<file path="src/rtl/simon_tick_gen.sv">
// Multi-channel programmable tick generator: each channel emits a one-cycle tick
// every div+1 enabled cycles and a square wave that toggles on every tick.
module simon_tick_gen #(
    parameter int          WIDTH       = 27,
    parameter int          NCH         = 4,
    parameter int unsigned DEFAULT_DIV = 50_000_000 - 1,
    parameter int          CHW         = (NCH > 1) ? $clog2(NCH) : 1
) (
    input  logic             clk,
    input  logic             reset_n,
    input  logic             enable,
    input  logic             sync,
    input  logic             wr_en,
    input  logic [CHW-1:0]   wr_ch,
    input  logic [WIDTH-1:0] wr_div,
    input  logic             wr_oneshot,
    output logic [NCH-1:0]   tick,
    output logic [NCH-1:0]   slow_clk,
    output logic [NCH-1:0]   active
);

    localparam logic [WIDTH-1:0] DIV_RST = WIDTH'(DEFAULT_DIV);

    if (NCH < 1 || NCH > 16) begin : g_bad_nch
        $error("simon_tick_gen: NCH must be in 1..16");
    end
    if (WIDTH < 32 && (DEFAULT_DIV >> WIDTH) != 0) begin : g_bad_div
        $error("simon_tick_gen: DEFAULT_DIV does not fit in WIDTH");
    end

    logic [WIDTH-1:0] cnt [NCH];
    logic [WIDTH-1:0] div [NCH];
    logic [NCH-1:0]   oneshot;
    logic [NCH-1:0]   armed;
    logic [NCH-1:0]   wr_hit;

    // Out-of-range channel indices simply match no channel.
    always_comb begin
        wr_hit = '0;
        for (int i = 0; i < NCH; i++) begin
            wr_hit[i] = wr_en && (int'(wr_ch) == i);
        end
    end

    always_ff @(posedge clk or negedge reset_n) begin
        if (!reset_n) begin
            for (int i = 0; i < NCH; i++) begin
                cnt[i] <= '0;
                div[i] <= DIV_RST;
            end
            oneshot  <= '0;
            armed    <= '1;
            tick     <= '0;
            slow_clk <= '0;
        end else begin
            tick <= '0;
            for (int i = 0; i < NCH; i++) begin
                if (sync) begin
                    cnt[i]      <= '0;
                    slow_clk[i] <= 1'b0;
                    armed[i]    <= 1'b1;
                    if (wr_hit[i]) begin
                        div[i]     <= wr_div;
                        oneshot[i] <= wr_oneshot;
                    end
                end else if (wr_hit[i]) begin
                    div[i]     <= wr_div;
                    oneshot[i] <= wr_oneshot;
                    cnt[i]     <= '0;
                    armed[i]   <= 1'b1;
                end else if (enable && armed[i]) begin
                    // Compare before increment so an all-ones divisor never wraps.
                    if (cnt[i] == div[i]) begin
                        cnt[i]      <= '0;
                        tick[i]     <= 1'b1;
                        slow_clk[i] <= ~slow_clk[i];
                        if (oneshot[i]) begin
                            armed[i] <= 1'b0;
                        end
                    end else begin
                        cnt[i] <= cnt[i] + WIDTH'(1);
                    end
                end
            end
        end
    end

    assign active = armed;

endmodule
</file>
<file path="config.mk">
export PLATFORM = sky130hd
export DESIGN_NAME = simon_tick_gen
export DESIGN_NICKNAME = d
export VERILOG_FILES = /design/src/rtl/simon_tick_gen.sv
export SDC_FILE = /design/constraint.sdc
export NUM_CORES = 1
export LEC_CHECK = 0
export CORE_MARGIN = 4
export CORE_UTILIZATION = 45
export CTS_CLUSTER_SIZE = 28
export DETAILED_ROUTE_END_ITERATION = 10
export PLACE_DENSITY = 0.67
export RECOVER_POWER = 25
export SETUP_SLACK_MARGIN = 0.5
export SLEW_MARGIN = 5
export SYNTH_ARGS = -nofsm -noshare
export SYNTH_HDL_FRONTEND = slang
export SYNTH_SLANG_ARGS = --single-unit
</file>
<file path="constraint.sdc">
create_clock -name clk -period 1.85 [get_ports clk]
set_clock_uncertainty 0.1 [all_clocks]
set_input_delay 0.37 -clock clk [delete_from_list [all_inputs] [get_ports clk]]
set_output_delay 0.37 -clock clk [all_outputs]
set_load 0.05 [all_outputs]
</file>
==> metrics.txt, run 1 <==
initial core utilization=about 46%; initial antenna violation count=0; Peak VDD IR=about 0.66 mV; syn avg cell area=10.4 um2; PnR Total Power=approximately 13 mW; GPL Wtd Cong=0.836; met2 routed WL=17.0 mm; nets@finish=1,491; grt ovf=0; CTS tree=done; dpl hpwl=around 23 mm; CP max-delay cell=dfstp_2; Setup Viol. Count Final=~130; EDFF count, synth=0; cell area after synthesis=between 0.01 and 0.015 mm2; Die Ht=169 um; LEAKAGE=7.47 nW; IO Pins=47; Top cell by count, worst path=buf_4; Worst Setup SP=div[94]$_DFFE_PN1P_; pwr/cell area=796 mW/mm2; maxcap violations=0; share of layout cells above drive strength 1=45.7%; fin cells=1,802; Primary FF master, synth=dfrtp_1; Net Count, Synth=1,165; ant diodes=0; RSZ-0062 raised after global routing=yes; H-tree Lvls=1; sequential area share after synthesis=50.5%; initial DRC count=818; Slew Limit Fails=0; hold path start=div[74]$_DFFE_PN1P_; ys async rst share=100%; synth unique cells=60; Largest stage delay, worst path=0.57 ns; critical path arrival=around 2.6 ns; Port Buffers=46; Hold Crit Class=flip-flop to flip-flop; R2R cell count=9; Setup Crit Path Kind=flip-flop to flip-flop; Met1 Wirelength=roughly 15 mm; # clock sinks=232; worst hold slack=0.367 ns; first-pass GRT wire length=about 54 mm; area grow syn2layout=44.2%; CP Capture Type=flip-flop; num rows=58; routed vias/inst=5.46; Placed Area=0.0148 mm2; crit start category=flip-flop; Worst R2R Start=div[94]$_DFFE_PN1P_; later-pin clock latency in the skew report=0.53 ns; Overall Global Routing Usage=23.8%; Worst Hold Depth=2; final hold violation count=0; Root Buffer=clkbuf_16; Yosys warnings=0; # DRC=0; Syn Inst Count=1,126; Num CTS Buffers=26; CP cell instances=xor2_2 > nor4_2 > buf_4 > nand4_1 > buf_4 > buf_6 > nor2_4 > nand3_2 > a211o_1; post-route setup slack=-0.391 ns; Final ANT Viol Nets=0; Max FO, Critical Path=5; relative slew slack=13.3%; Worst-path clk slew=0.06 ns; met3 wire len=1.78 mm; number of global-route vias before repair=9,926; Tcrit/Tclk final=121%; post-synthesis register bit count=232; final WL=approximately 35 mm; largest net degree at the start of global routing=46; Routed WL per cell=19.4 um; DRT Pass-1 Iters=5; Tmin final=2.24 ns; CTS max path bufs=3; status=finished with violations; uppermost routed layer=met4; Least-Margin Pin Slew=1.30 ns; FMAX=446 MHz; Die W=about 170 um; failing checks=setup timing; Worst Path Required=2.21 ns; # placed instances=1,706; Core Box Area=around 0.025 mm2; die area=0.0286 mm2; via count=9,842; fin area=0.0168 mm2
==> routing by layer <==
layer / GRT usage, % / vias to the layer above
li1: - / 4582
met1: 33.0 / 4928
met2: 39.8 / 263
met3: 2.87 / 69
met4: 7.00 / 0
met5: 0 / -
==> sequential cells by signal, indices dropped and copies added (netlist names) <==
name      flops
div         108
oneshot       4
tick          4
cnt         108
slow_clk      4
active        4
==> cells in the mapped netlist (5+ instances only) <==
master,number,share of area (%)
nor3_1,15,0.64
o21ai_0,12,0.51
and3_1,19,1.0
or3_1,5,0.27
nand2_1,168,5.4
dfstp_2,76,17
nand3_1,81,3.5
mux2_2,84,8.1
buf_4,6,0.39
xor2_1,75,5.6
dfrtp_1,156,33
buf_2,21,0.90
clkbuf_1,21,0.67
xnor2_1,82,6.1
nand4_1,39,2.1
a22o_1,12,0.90
mux2i_1,7,0.60
a21o_1,10,0.64
o311ai_0,17,1.3
a31oi_1,6,0.32
a21oi_1,26,1.1
nor4_1,14,0.75
inv_1,11,0.35
buf_1,5,0.16
nor2_1,88,2.8
and4_1,8,0.60
==> power by group <==
group          internal (mW)  switching, mW
clock                   3.10           2.15
sequential              5.76          0.382
combinational           1.10          0.916
total                   9.95           3.45
==> through the flow <==
step	util, %	worst slack [ns]	setup TNS (ns)
after detailed placement	58.6	-0.715	-81.15
after floorplan	-	-0.107	-3.20
after CTS	64.9	-0.316	-23.19
after global routing	66.5	-0.430	-41.77
final	66.5	-0.391	-28.87
after global placement	58.6	-0.681	-78.23
==> final timing paths <==
path | slack [ns] | end
setup reg to reg | -0.39 | active[0]$_DFFE_PN1P_
hold / removal | 0.37 | div[74]$_DFFE_PN1P_
hold reg to reg | 0.37 | div[74]$_DFFE_PN1P_
setup / recovery | -0.39 | active[0]$_DFFE_PN1P_
min in group asynchronous | 0.57 | cnt[96]$_DFFE_PN0P_
max in group asynchronous | 0.07 | active[0]$_DFFE_PN1P_
==> layout by cell type (no fill, tap or decap), drive strengths merged, types with 2 or more instances in the layout <==
master	instances
buf	311
nand2	168
dfrtp	156
nor2	90
mux2	84
xnor2	82
nand3	82
dfstp	76
xor2	75
clkbuf	41
nand4	39
clkdlybuf4s50	30
a21oi	28
and3	19
o311ai	19
nor3	17
nor4	17
o21ai	13
a22o	12
inv	11
a21o	10
clkinv	10
and4	8
mux2i	7
or3	7
a31oi	7
nor2b	4
nand3b	4
clkinvlp	4
or2	4
ha	4
and2	4
nand2b	4
o31ai	3
o21a	3
a221o	2
a41oi	2
bufinv	2
nor3b	2
a211o	2
==> cells by family after synthesis <==
family	share of synthesized area [%]
AOI/OAI and AO/OA	6.41
xor gates and xnor gates	11.8
adders and majority gates	0.428
buffers and inverters	2.57
DFF	50.5
muxes	8.70
and+or+nand+nor	19.6
==> area by class of cell <==
cell class | count | area (um2)
clock inverter | 15 | 139
fill | 1855 | 8480
inverter | 12 | 45.0
timing repair buffer | 350 | 3130
sequential | 232 | 5910
clock buffer | 33 | 738
multi-input combinational | 830 | 6470
tap | 330 | 413
==> critical path, delay by kind of cell, from the launching register on <==
family	cells	cell delay (ns)
DFF	1	0.57
and+or+nand+nor	4	0.68
AOI/OAI and AO/OA	1	0.26
xor gates and xnor gates	1	0.08
buffers and inverters	3	0.48
==> timing repair <==
| item | in CTS | in global routing |
|---|---|---|
| cloned | 4 | 0 |
| setup buffers | 26 | 17 |
| hold buffers | 1 | 0 |
| endpoints found under the hold margin | 52 | 0 |
| pin swaps | 37 | 31 |
| setup endpoints to repair | 230 | 132 |
| resized for setup | 113 | 63 |
Note: power is estimated with default switching activity, not from simulation.
==> run 2: changes to the inputs <==
--- a/config.mk
+++ b/config.mk
@@ -11,8 +11,8 @@
 export DETAILED_ROUTE_END_ITERATION = 10
 export PLACE_DENSITY = 0.67
 export RECOVER_POWER = 25
-export SETUP_SLACK_MARGIN = 0.5
-export SLEW_MARGIN = 5
+export SETUP_SLACK_MARGIN = 0.2
+export SLEW_MARGIN = 20
 export SYNTH_ARGS = -nofsm -noshare
 export SYNTH_HDL_FRONTEND = slang
 export SYNTH_SLANG_ARGS = --single-unit
==> metrics.txt, run 2 (same netlist as run 1, synthesis figures left out) <==
Slew Limit Fails=0; R2R cell count=8; most common cell after layout, fill and taps aside=buf_4; CTS tree=done; post-route setup slack=-0.307 ns; final core occ=around two thirds; Die W=169 um; relative slew slack=~39%; CP max-delay cell=dfstp_2; LEAKAGE=7.27 nW; Largest stage delay, worst path=0.55 ns; switch share=25.3%; Final ANT Viol Nets=0; Num CTS Buffers=26; Setup Crit Path Kind=flip-flop to flip-flop; dpl hpwl=22.9 mm; initial DRC count=765; critical path arrival=2.48 ns; CP Capture Type=flip-flop; largest net degree at the start of global routing=60; routed vias/inst=5.50; initial core utilization=46.1%; later-pin clock latency in the skew report=0.54 ns; CP cell instances=xnor2_2 > nand4_1 > nor4_2 > buf_4 > a31oi_4 > buf_12 > and3_4 > a221o_1; Layout fillers=1,860; Hold Crit Class=flip-flop to flip-flop; Worst Path Required=2.17 ns; Overall Global Routing Usage=23.4%; # DRC=0; failing checks=setup timing; met1 Usage GRT=32.7%; Core Box Area=roughly 0.025 mm2; Top Registers=cnt (108), div (108); Die Ht=169 um; FMAX=464 MHz; share of layout cells above drive strength 1=approximately 46%; RSZ-0062 raised after global routing=yes; Routed WL per cell=20.0 um; Max FO, Critical Path=9; Worst-path clk slew=about 0.060 ns; nets@finish=1,457; first-pass GRT wire length=53.1 mm; commonest non-fill, non-tap cells in the layout=212 x buf_4, 161 x nand2_1, 149 x dfrtp_1, 84 x mux2_2, 76 x dfstp_2; # clock sinks=232; Hold EP=div[67]$_DFFE_PN1P_; Port Buffers=46; grt ovf=0; Root Buffer=clkbuf_16; status=finished with violations; number of global-route vias before repair=9,646; IO Pins=47; via count=9,723; Tcrit/Tclk final=117%; final hold violation count=0; Setup Viol. Count Final=around 120; Tmin final=2.16 ns; GPL Wtd Cong=approximately 0.82; maxcap violations=0; Internal=10.1 mW; H-tree Lvls=1; pre-CTS WS=-0.651 ns; CTS max path bufs=3; Worst path top cell family by delay=simple AND/OR/NAND/NOR gates; met2 Resource Use GR=36.7%; Least-Margin Pin Slew=0.914 ns; Crit path buffers/inverters=2; Worst Hold Depth=2; Peak VDD IR=around 0.67 mV; ant diodes=0; die area=~0.029 mm2; pwr/cell area=809 mW/mm2; reg-to-reg endpoint=cnt[41]$_DFFE_PN0P_; r2r setup slk=-0.31 ns; Worst R2R Start=div[40]$_DFFE_PN1P_; initial antenna violation count=3; hold path start=div[67]$_DFFE_PN1P_; area grow syn2layout=42.9%; Clk pwr share=40.7%; met3 usage=between 5 and 6%; # placed instances=1,665; num rows=58; crit start category=flip-flop; Comb pwr share=14.1%; Flop pwr share=between 40% and 50%; final WL=35.3 mm; fin cells=approximately 1,800; Psw=3.43 mW; DRT Pass-1 Iters=7; most congested layer reported by global routing=met2
==> run 2: through the flow <==
stage / setup TNS (ns) / hold slack, ns / total power [mW] / instance area, um2
floorplan: -3.23 / -0.0256 / 7.11 / 12100
global placement: -82.81 / 0.253 / 7.77 / 14500
detailed placement: -83.11 / 0.256 / 7.83 / 14500
CTS: -19.57 / 0.281 / 13.5 / 16100
global route: -33.90 / 0.371 / 14.0 / 16700
finish: -23.08 / 0.365 / 13.5 / 16700
==> run 2: power by group through the flow <==
stage                     clock, mW  combinational [mW]  sequential, mW
after floorplan                   0                1.03            6.08
after global placement            0                1.62            6.15
after detailed placement          0                1.66            6.17
after CTS                      5.57                1.80            6.10
after global routing           5.77                2.06            6.16
final                          5.50                1.91            6.11
==> run 2: how the worst max path moves through the flow <==
stage	from	end	slack, ns	cells past startpoint
2_1_floorplan	div[60]$_DFFE_PN1P_	cnt[75]$_DFFE_PN0P_	-0.11	7
3_3_place_gp	enable	cnt[106]$_DFFE_PN0P_	-0.65	5
3_5_place_dp	div[93]$_DFFE_PN1P_	cnt[96]$_DFFE_PN0P_	-0.65	6
4_1_cts	div[49]$_DFFE_PN1P_	cnt[41]$_DFFE_PN0P_	-0.26	8
5_1_grt	div[40]$_DFFE_PN1P_	cnt[41]$_DFFE_PN0P_	-0.39	8
6_report	div[40]$_DFFE_PN1P_	cnt[41]$_DFFE_PN0P_	-0.31	8
==> run 2: tightest hold or removal path: cells and delay by family, from the launching register on <==
family           cells  cell delay, ns
DFF                  1            0.37
and+or+nand+nor      2            0.09
==> run 2: cell type report <==
| class | instances | area, um2 | area share [%] |
|---|---|---|---|
| multi-input cells | 830 | 6450 | 38.6 |
| flip-flops and latches | 232 | 5910 | 35.4 |
| repair buffers | 316 | 2960 | 17.7 |
| clock buffers | 38 | 787 | 4.71 |
| well taps | 330 | 413 | 2.47 |
| clock inverters | 9 | 129 | 0.772 |
| inverters | 12 | 47.5 | 0.285 |
==> run 2: timing repair <==
action                                 in CTS  in global routing
cloned                                      5                  4
setup endpoints to repair                 139                139
hold buffers                                1                  0
gates resized for setup                    91                 98
endpoints found under the hold margin      29                  0
buffers inserted                           28                 17
pin swaps                                  58                 24
==> run 2: layer usage <==
metal	vias up	share of wire [%]
li1	4509	-
met2	265	47
met4	4	3.4
met5	-	0.076
met1	4860	43
met3	85	6.0
==> run 3: changes to the inputs <==
--- a/config.mk
+++ b/config.mk
@@ -5,7 +5,6 @@
 export SDC_FILE = /design/constraint.sdc
 export NUM_CORES = 1
 export LEC_CHECK = 0
-export CORE_MARGIN = 4
 export CORE_UTILIZATION = 45
 export CTS_CLUSTER_SIZE = 28
 export DETAILED_ROUTE_END_ITERATION = 10
==> metrics.txt, run 3 (same netlist as run 1, synthesis figures left out) <==
status=finished with violations; failing checks=capacitance limit, slew limit, setup timing; PnR Total Power=13.2 mW; Die W=163 um; Psw=3.41 mW; die area=0.0266 mm2; R2R cell count=8; hold path start=div[69]$_DFFE_PN1P_; Top Registers=cnt (108), div (108); relative slew slack=-2.43%; reg-to-reg endpoint=slow_clk[2]$_DFFE_PN0P_; grt ovf=0; Routed WL per cell=slightly above 20 um; post-route setup slack=-0.364 ns; initial core utilization=around 46%; share of layout cells above drive strength 1=47.9%; Comb pwr share=15.2%; maxcap violations=1; Reg area=approximately 0.006 mm2; final WL=35.4 mm; Core Box Area=0.0253 mm2; first-pass GRT wire length=53.6 mm; Final ANT Viol Nets=0; Worst R2R Start=div[32]$_DFFE_PN1P_; GPL Wtd Cong=0.829; nets@finish=roughly 1,400; DRT Pass-1 Iters=5; Die Ht=around 160 um; Setup Crit Path Kind=flip-flop to flip-flop; Flop pwr share=46.6%; fin cells=around 1,800; # DRC=0; initial antenna violation count=1; commonest non-fill, non-tap cells in the layout=196 x buf_4, 162 x nand2_1, 146 x dfrtp_1, 84 x mux2_2, 76 x dfstp_2; Root Buffer=clkbuf_16; fin area=between 0.015 and 0.02 mm2; Slew Limit Fails=49; Placed Area=0.0143 mm2; Overall Global Routing Usage=26.1%; pwr/cell area=779 mW/mm2; num rows=between 50 and 60; most common cell after layout, fill and taps aside=buf_4; later-pin clock latency in the skew report=0.53 ns; largest net degree at the start of global routing=53; crit start category=flip-flop; LEAKAGE=roughly 7.2 nW; FMAX=~450 MHz; Layout fillers=1,831; multi-input logic area=0.00662 mm2; IO Pins=47; Worst-path clk slew=0.06 ns; Peak VDD IR=0.636 mV; Tmin final=around 2.2 ns; Port Buffers=46; number of global-route vias before repair=9,757; r2r setup slk=-0.36 ns; via count=slightly below 10,000; Internal=9.74 mW; CP Capture Type=flip-flop; RSZ-0062 raised after global routing=yes; Hold Crit Class=flip-flop to flip-flop; routed vias/inst=approximately 5.6; Num CTS Buffers=26; CTS max path bufs=3; Hold EP=div[69]$_DFFE_PN1P_; Setup Viol. Count Final=169; area grow syn2layout=44.5%; Tcrit/Tclk final=120%; dpl hpwl=22.6 mm; Worst Path Required=2.20 ns; final core occ=66.7%; switch share=26.0%; final hold violation count=0; ant diodes=0; Clk pwr share=38.2%; Worst Hold Depth=2; critical path arrival=2.56 ns; Max FO, Critical Path=4; H-tree Lvls=1; initial DRC count=around 750; worst hold slack=0.362 ns; # clock sinks=roughly 230; Least-Margin Pin Slew=1.54 ns; # placed instances=1,647; CTS tree=done
## run 3: worst max-delay path by stage
stage | startpoint | to | slack [ns] | cells after the start
floorplan | div[60]$_DFFE_PN1P_ | cnt[75]$_DFFE_PN0P_ | -0.11 | 7
global placement | sync | cnt[17]$_DFFE_PN0P_ | -0.61 | 9
detailed placement | sync | cnt[11]$_DFFE_PN0P_ | -0.65 | 9
CTS | div[94]$_DFFE_PN1P_ | cnt[105]$_DFFE_PN0P_ | -0.27 | 9
global route | div[32]$_DFFE_PN1P_ | slow_clk[2]$_DFFE_PN0P_ | -0.42 | 9
finish | div[32]$_DFFE_PN1P_ | slow_clk[2]$_DFFE_PN0P_ | -0.36 | 8
## run 3: area by class of cell
cell class                      instances  area share [%]
Multi-Input combinational cell        829            39.2
Sequential cell                       232            35.0
Timing Repair Buffer                  308            18.2
Clock buffer                           39            4.45
Tap cell                              330            2.44
Clock inverter                          7           0.400
Inverter                               12           0.267
## run 3: per-stage QoR
stage          setup slack [ns]  TNS, ns
2_1_floorplan            -0.107    -3.23
3_3_place_gp             -0.606   -76.30
3_5_place_dp             -0.647   -80.39
4_1_cts                  -0.267   -23.53
5_1_grt                  -0.424   -70.74
6_report                 -0.364   -28.78
## run 3: what timing repair did
action / CTS / global route
buffers inserted: 32 / 20
hold endpoints to repair: 36 / 0
resized for setup: 94 / 145
hold buffers: 1 / 0
pin swaps: 44 / 52
endpoints found under the setup margin: 154 / 158
gates cloned: 9 / 2
## run 3: critical path, cell delays in order (launching register included)
cell     delay (ns)
dfstp_2        0.55
xnor2_2        0.11
nand4_1        0.16
nor4_2         0.30
buf_4          0.18
buf_4          0.11
nand3_4        0.11
or3_4          0.35
a21oi_2        0.16
## run 3: power groups by stage
| stage | clock, mW | sequential [mW] | combinational [mW] |
|---|---|---|---|
| 6_report | 5.03 | 6.13 | 2.00 |
| 5_1_grt | 5.29 | 6.18 | 2.14 |
| 4_1_cts | 5.11 | 6.12 | 1.87 |
| 3_5_place_dp | 0 | 6.19 | 1.64 |
| 3_3_place_gp | 0 | 6.17 | 1.60 |
| 2_1_floorplan | 0 | 6.08 | 1.03 |
## run 3: metal layers
metal  global-route usage, %  routed length, um  up-vias
li1                        -                  -     4494
met1                    36.2              15500     4953
met2                    43.1              17100      291
met3                    3.91               1900       62
met4                    5.99                974        0
met5                       0                  0        -
